## src/rtl/estagio_operandos.sv

```systemverilog
// Operand-issue stage feeding the nRISC ALU: register bank, busy scoreboard,
// write-back bypass and a one-entry valid/ready operand register.
module estagio_operandos #(
  parameter int unsigned WIDTH = 8,
  parameter int unsigned AW    = 2
) (
  input  logic             clk,
  input  logic             rst_n,
  input  logic             in_valid,
  output logic             in_ready,
  input  logic [1:0]       in_op,
  input  logic [AW-1:0]    in_rd,
  input  logic [AW-1:0]    in_rs,
  input  logic [AW-1:0]    in_rt,
  output logic             out_valid,
  input  logic             out_ready,
  output logic [WIDTH-1:0] Fonte1,
  output logic [WIDTH-1:0] Fonte2,
  output logic [1:0]       ULAOp,
  output logic [AW-1:0]    out_rd,
  input  logic             wb_en,
  input  logic [AW-1:0]    wb_rd,
  input  logic [WIDTH-1:0] wb_data
);

  localparam int unsigned NREG = 1 << AW;

  logic [WIDTH-1:0] regs [NREG];
  logic [NREG-1:0]  busy;
  logic [NREG-1:0]  ebusy;
  logic [WIDTH-1:0] rs_val;
  logic [WIDTH-1:0] rt_val;
  logic             wb_act;
  logic             hazard;
  logic             space;
  logic             issue;

  assign wb_act = wb_en && (wb_rd != '0);

  // Operand reads: r0 reads zero, a same-cycle write-back is forwarded
  always_comb begin
    rs_val = '0;
    rt_val = '0;
    if (in_rs != '0) rs_val = (wb_act && wb_rd == in_rs) ? wb_data : regs[in_rs];
    if (in_rt != '0) rt_val = (wb_act && wb_rd == in_rt) ? wb_data : regs[in_rt];
  end

  // A register being written back this cycle no longer blocks issue
  always_comb begin
    ebusy = '0;
    for (int unsigned r = 1; r < NREG; r++) begin
      ebusy[r] = busy[r] && !(wb_act && wb_rd == AW'(r));
    end
  end

  assign hazard   = ebusy[in_rs] | ebusy[in_rt] | ebusy[in_rd];
  assign space    = !out_valid | out_ready;
  assign in_ready = space & !hazard;
  assign issue    = in_valid & in_ready;

  // Operand output register
  always_ff @(posedge clk) begin
    if (!rst_n) begin
      out_valid <= 1'b0;
      Fonte1    <= '0;
      Fonte2    <= '0;
      ULAOp     <= 2'b00;
      out_rd    <= '0;
    end else if (issue) begin
      out_valid <= 1'b1;
      Fonte1    <= rs_val;
      Fonte2    <= rt_val;
      ULAOp     <= in_op;
      out_rd    <= in_rd;
    end else if (out_ready) begin
      out_valid <= 1'b0;
    end
  end

  // Register bank and scoreboard; a new producer overrides a same-cycle clear
  always_ff @(posedge clk) begin
    if (!rst_n) begin
      for (int unsigned r = 0; r < NREG; r++) regs[r] <= '0;
      busy <= '0;
    end else begin
      regs[0] <= '0;
      busy[0] <= 1'b0;
      for (int unsigned r = 1; r < NREG; r++) begin
        if (wb_act && wb_rd == AW'(r)) regs[r] <= wb_data;
        if (issue && in_rd == AW'(r))       busy[r] <= 1'b1;
        else if (wb_act && wb_rd == AW'(r)) busy[r] <= 1'b0;
      end
    end
  end

endmodule

```

## config.mk

```make
export PLATFORM = sky130hd
export DESIGN_NAME = estagio_operandos
export DESIGN_NICKNAME = d
export VERILOG_FILES = /design/src/rtl/estagio_operandos.sv
export SDC_FILE = /design/constraint.sdc
export NUM_CORES = 1
export LEC_CHECK = 0
export CAP_MARGIN = 20
export CORE_UTILIZATION = 30
export DETAILED_ROUTE_END_ITERATION = 10
export PLACE_DENSITY = 0.52
export SLEW_MARGIN = 20
export SYNTH_ARGS = -nofsm -noshare
export SYNTH_HDL_FRONTEND = slang
export SYNTH_SLANG_ARGS = --single-unit
```

## constraint.sdc

```tcl
create_clock -name clk -period 3.1 [get_ports clk]
set_clock_uncertainty 0.2 [all_clocks]
set_input_delay 0.62 -clock clk [delete_from_list [all_inputs] [get_ports clk]]
set_output_delay 0.62 -clock clk [all_outputs]
set_load 0.1 [all_outputs]
```

== Word-level counts from Yosys, hierarchy flattened ==
Memories as Yosys holds them, arrays and structs flattened.
Cells that the tools add are included.
Storage, ports and cells
  register bits: 24
  memory bits (writable): 32
  output and inout bits: 22
  logic and storage cells: 86
  memories: 1
Cells by class
  magnitude comparators: 3
  eq/ne operators: 8
  mux-type cells: 33
  bitwise operators: 9
  reductions and logical operators: 24
Memory list
  regs: words 4, width 8, read ports 2, clocked after memory_dff 0, wr ports 4, RTL line 28  | logic [WIDTH-1:0] regs [NREG];
Operators with widths (count)
  $mux W8: 8
  $mux W1: 22
  $reduce_bool A2 Y1: 7
  $logic_and A1 B1 Y1: 12
  $lt A2 B3 Y1 const B: 3
  $eq A2 B2 Y1 const B: 4
  $or A1 B1 Y1: 7
  $bmux W1 S2: 3
  $logic_not A1 Y1: 5
  $eq A2 B1 Y1 const B: 2
  $eq A2 B2 Y1: 2
  $and A1 B1 Y1: 2

== Depth between registers and ports, before layout ==
  depth in word-level cells: 14
  depth in mapped cells: 8
  mapped depth without buffers: 5

== Worst setup path before layout ==
OpenSTA, ideal clock, no wires.
  path type: in2out
  start point: in in_rs[0]
  end point: out in_ready
  data arrival time: 2.217 ns
  path slack: 0.063 ns
  stages on the path: 5
  path through: buf_6 -> mux2_1 -> o211ai_2 -> o211a_2 -> and3_1
Between the ends
  word-level cells in the longest chain between the ends: 6
RTL lines
  start: declaration: RTL line 13  | input logic [AW-1:0] in_rs,
  $bmux W1 S2: RTL line 56  | assign hazard = ebusy[in_rs] | ebusy[in_rt] | ebusy[in_rd];
  $mux W1 (not written as such): RTL line 56
  $or A1 B1 Y1 (2 in a row): RTL line 56
  $logic_not A1 Y1: RTL line 58  | assign in_ready = space & !hazard;
  $and A1 B1 Y1: RTL line 58
  end: declaration: RTL line 10  | output logic in_ready,
No other way between the ends. The select of a mux whose other input is x is not followed.

== Worst setup path in the final report ==
  start point: in in_rt[0]
  end point: out in_ready
Between the ends
  word-level cells in the longest chain between the ends: 6
RTL lines
  start: declaration: RTL line 14  | input logic [AW-1:0] in_rt,
  $bmux W1 S2: RTL line 56
  $mux W1 (not written as such): RTL line 56
  $or A1 B1 Y1 (2 in a row): RTL line 56
  $logic_not A1 Y1: RTL line 58
  $and A1 B1 Y1: RTL line 58
No other way between the ends. The select of a mux whose other input is x is not followed.

==> parameters.txt <==
Parameter                              Value

Outcome
  Status    complete, no violations

Floorplan
  Die span in x    approximately 96 um
  Placement Rows    34
  Starting Density    30.8%
  Std-Cell Core Area    approximately 8700 sq um
  IO Count    between 40 and 50
  Vertical die dimension    just under 100 um
  Full die area    just over 9000 sq um

Placed design
  Count of input and output buffers    44
  Placement Setup Slack    0.0598 ns
  Routability cong.    0.796
  Number of placed cells counting well taps    between 400 and 500
  Total half-perimeter wirelength after legalization and detailed placement    approximately 4800 um

Final layout
  N_diodes    0
  Fin nets    ~330
  Fillcell total    902
  Layout cell share with drive strength beyond 1    approximately 24%
  Finished Layout Cells    about 410
  Final standard cell utilization of the core    a little under two fifths
  Synthesis-to-finish area growth    24.6%

Route
  First-pass DRT Iterations    4
  Average vias per placed instance    about 5
  Remaining antenna violation count after routing    0
  Detailed-route wire length per cell    around 16 um
  Total vias in the final route    approximately 2100
  Number of remaining DRC errors    0
  DRC violation total after the first TritonRoute iteration    94
  Post-Route WL    roughly 6700 um

Clocking
  Number of buffers added for setup after CTS    0
  Clock transition time at the flip-flop clock pins of the worst setup and hold paths    around 0.08 ns
  CTS Buffer Depth    2
  Post_cts resized    0
  Clock tree from TritonCTS    yes
  Number of buffers inserted during clock tree synthesis    5
  Clk Tree Root Cell    clkbuf_8
  Worst-Skew Late Latency    0.30 ns
  Hold-fix buffers, CTS    0
  Sinks on the clock net    48
  H-tree level count    2

Timing
  Slew HR    about two thirds
  Final worst hold slack    0.267 ns
  Final max-slew violation count    0
  Maximum operating frequency    333 MHz
  Setup TNS Final    0 ns
  Setup WS post-layout    0.0979 ns
  Unrepaired setup endpoints after global routing    false
  Post-layout minimum cycle time    roughly 3.0 ns
  Total of endpoints with negative setup slack in the final report    0
  Final clock period utilization by the worst path    between 90% and 100%
  Hold Fails Final Rpt    0
  Least-Margin Pin Slew    a little over 0.5 ns

Synth
  Biggest area contributors in the synthesized netlist    edfxtp_1, dfxtp_1, mux2i_1, mux2_2, nand2_1
  Post-synth cell types    43
  Average instance area after synthesis    10.6 sq um
  Area fraction of the dominant cell type after synthesis    27.0%
  Total nets after synthesis    about 280
  Most frequent cells after synthesis    nand2_1, dfxtp_1, edfxtp_1, mux2i_1, and2_1
  Dominant cell by count in the synthesized netlist    nand2_1
  Synth warnings    0
  Gate Count Post-Synth    around 250
  Synth Flop Type    edfxtp_1
  Async set-or-reset flop fraction in the synthesized netlist    0%
  Seq cells post-synth    between 40 and 50
  Cell area after synthesis    about 2700 sq um
  Area leader, netlist    edfxtp_1
  Sequential fraction of the synthesis area    between 40 and 50%
  Post-synth EDFFs    24

Critical path
  Cell with the largest stage delay on the worst path    clkdlybuf4s50_1
  Kind of start point of the critical path    primary input
  Delay of the slowest cell on the worst path    between 0.4 and 0.5 ns
  Depth of the most critical reg-to-reg path    6
  Required time of the critical path    2.28 ns
  Kind of end point of the critical path    primary output
  Cell family with the largest share of critical-path delay    buffers and inverters
  Cells along the critical path    clkdlybuf4s50_1 -> mux2_2 -> o211ai_1 -> o211a_2 -> and3_1 -> buf_12
  Stages on the worst setup path    6
  Count of buffer and inverter cells on the critical path    2
  Arr. time, crit path    roughly 2.2 ns
  Highest net fanout along the worst path    2
  Startpoint-to-endpoint class of the critical path    in2out

Power
  Power Density    484 nW/um^2
  Standby leakage power    1.41 nW
  Largest vdd supply drop    about 230 uV

GRT
  Pin count of the biggest net entering global routing    33
  Congestion Overflow GR    0
  GRT Total Usage    around 16%
  Antenna violations before repair    0
  Vias in the first global route    2088
  Global-route wire length before repair    10800 um

Hold path
  Cell count of the worst hold path    2
  Path category of the worst min-delay check    reg2reg

Flow run
  Max-Cap Viols    0
## cells in the final DEF, fill, tap and decap left out, types with 6 or more instances in the layout
| master | count |
|---|---|
| buf_4 | 42 |
| nand2_1 | 32 |
| dfxtp_1 | 24 |
| edfxtp_1 | 24 |
| mux2i_1 | 19 |
| clkdlybuf4s50_1 | 19 |
| and2_1 | 16 |
| mux2_2 | 13 |
| o211ai_1 | 13 |
| a22oi_1 | 12 |
| and3_1 | 11 |
| nand3_1 | 8 |
| o21ai_0 | 7 |
| a21oi_1 | 6 |
## metrics by stage
step                instance area (sq um)  total power, W
global route                         3330         0.00168
floorplan                            2670         0.00111
finish                               3330         0.00161
CTS                                  3320         0.00163
global placement                     3240         0.00125
detailed placement                   3240         0.00125
## power breakdown
group | internal, W | leakage, nW | total [W] | switching (W)
sequential | 0.000716 | 0.433 | 0.000742 | 0.0000262
clock | 0.000158 | 0.0432 | 0.000371 | 0.000214
combinational | 0.000161 | 0.934 | 0.000494 | 0.000334
total | 0.00103 | 1.41 | 0.00161 | 0.000573
## sequential cells by signal (all words and copies together) (netlist names)
name       cells
out_valid      1
out_rd         2
Fonte2         8
ULAOp          2
Fonte1         8
busy           3
regs          24
## cells by family after synthesis
family,Yosys count,synth area share [%]
AOI/OAI and AO/OA,53,16.0
xor gates and xnor gates,4,1.31
buffers and inverters,23,5.06
DFF,48,45.0
muxes,33,13.0
and+or+nand+nor,91,19.6
## worst register-to-register path, cell delays in order, from the launching register on
cell      delay, ns
dfxtp_1        0.36
mux2_2         0.27
o211ai_1       0.11
buf_4          0.15
o211ai_2       0.16
or4_1          0.57
a21oi_1        0.14
## path summary, 6_finish.rpt
path              slack [ns]                endpoint                    from
setup / recovery         0.1                in_ready                in_rt[0]
setup reg to reg        1.07  Fonte1[1]$_SDFFE_PN0P_    busy[3]$_SDFFE_PN0P_
hold / removal          0.27  Fonte2[1]$_SDFFE_PN0P_  Fonte2[1]$_SDFFE_PN0P_
hold reg to reg         0.27  Fonte2[1]$_SDFFE_PN0P_  Fonte2[1]$_SDFFE_PN0P_
## per-layer routing
layer	share of wire (%)	track usage (%)
met1	47	20.0
met2	46	27.1
met3	4.4	2.69
met4	2.1	5.64
met5	0	0
## area by class of cell
class	instances	area [sq um]	area share, %
multi-input combinational	181	1330	40.1
sequential	48	1200	36.1
timing repair buffer	65	563	16.9
tap	108	135	4.06
clock buffer	6	72.6	2.18
inverter	3	11.3	0.339
clock inverter	2	10.0	0.301
No activity file was read; power rests on OpenSTA's default activity.
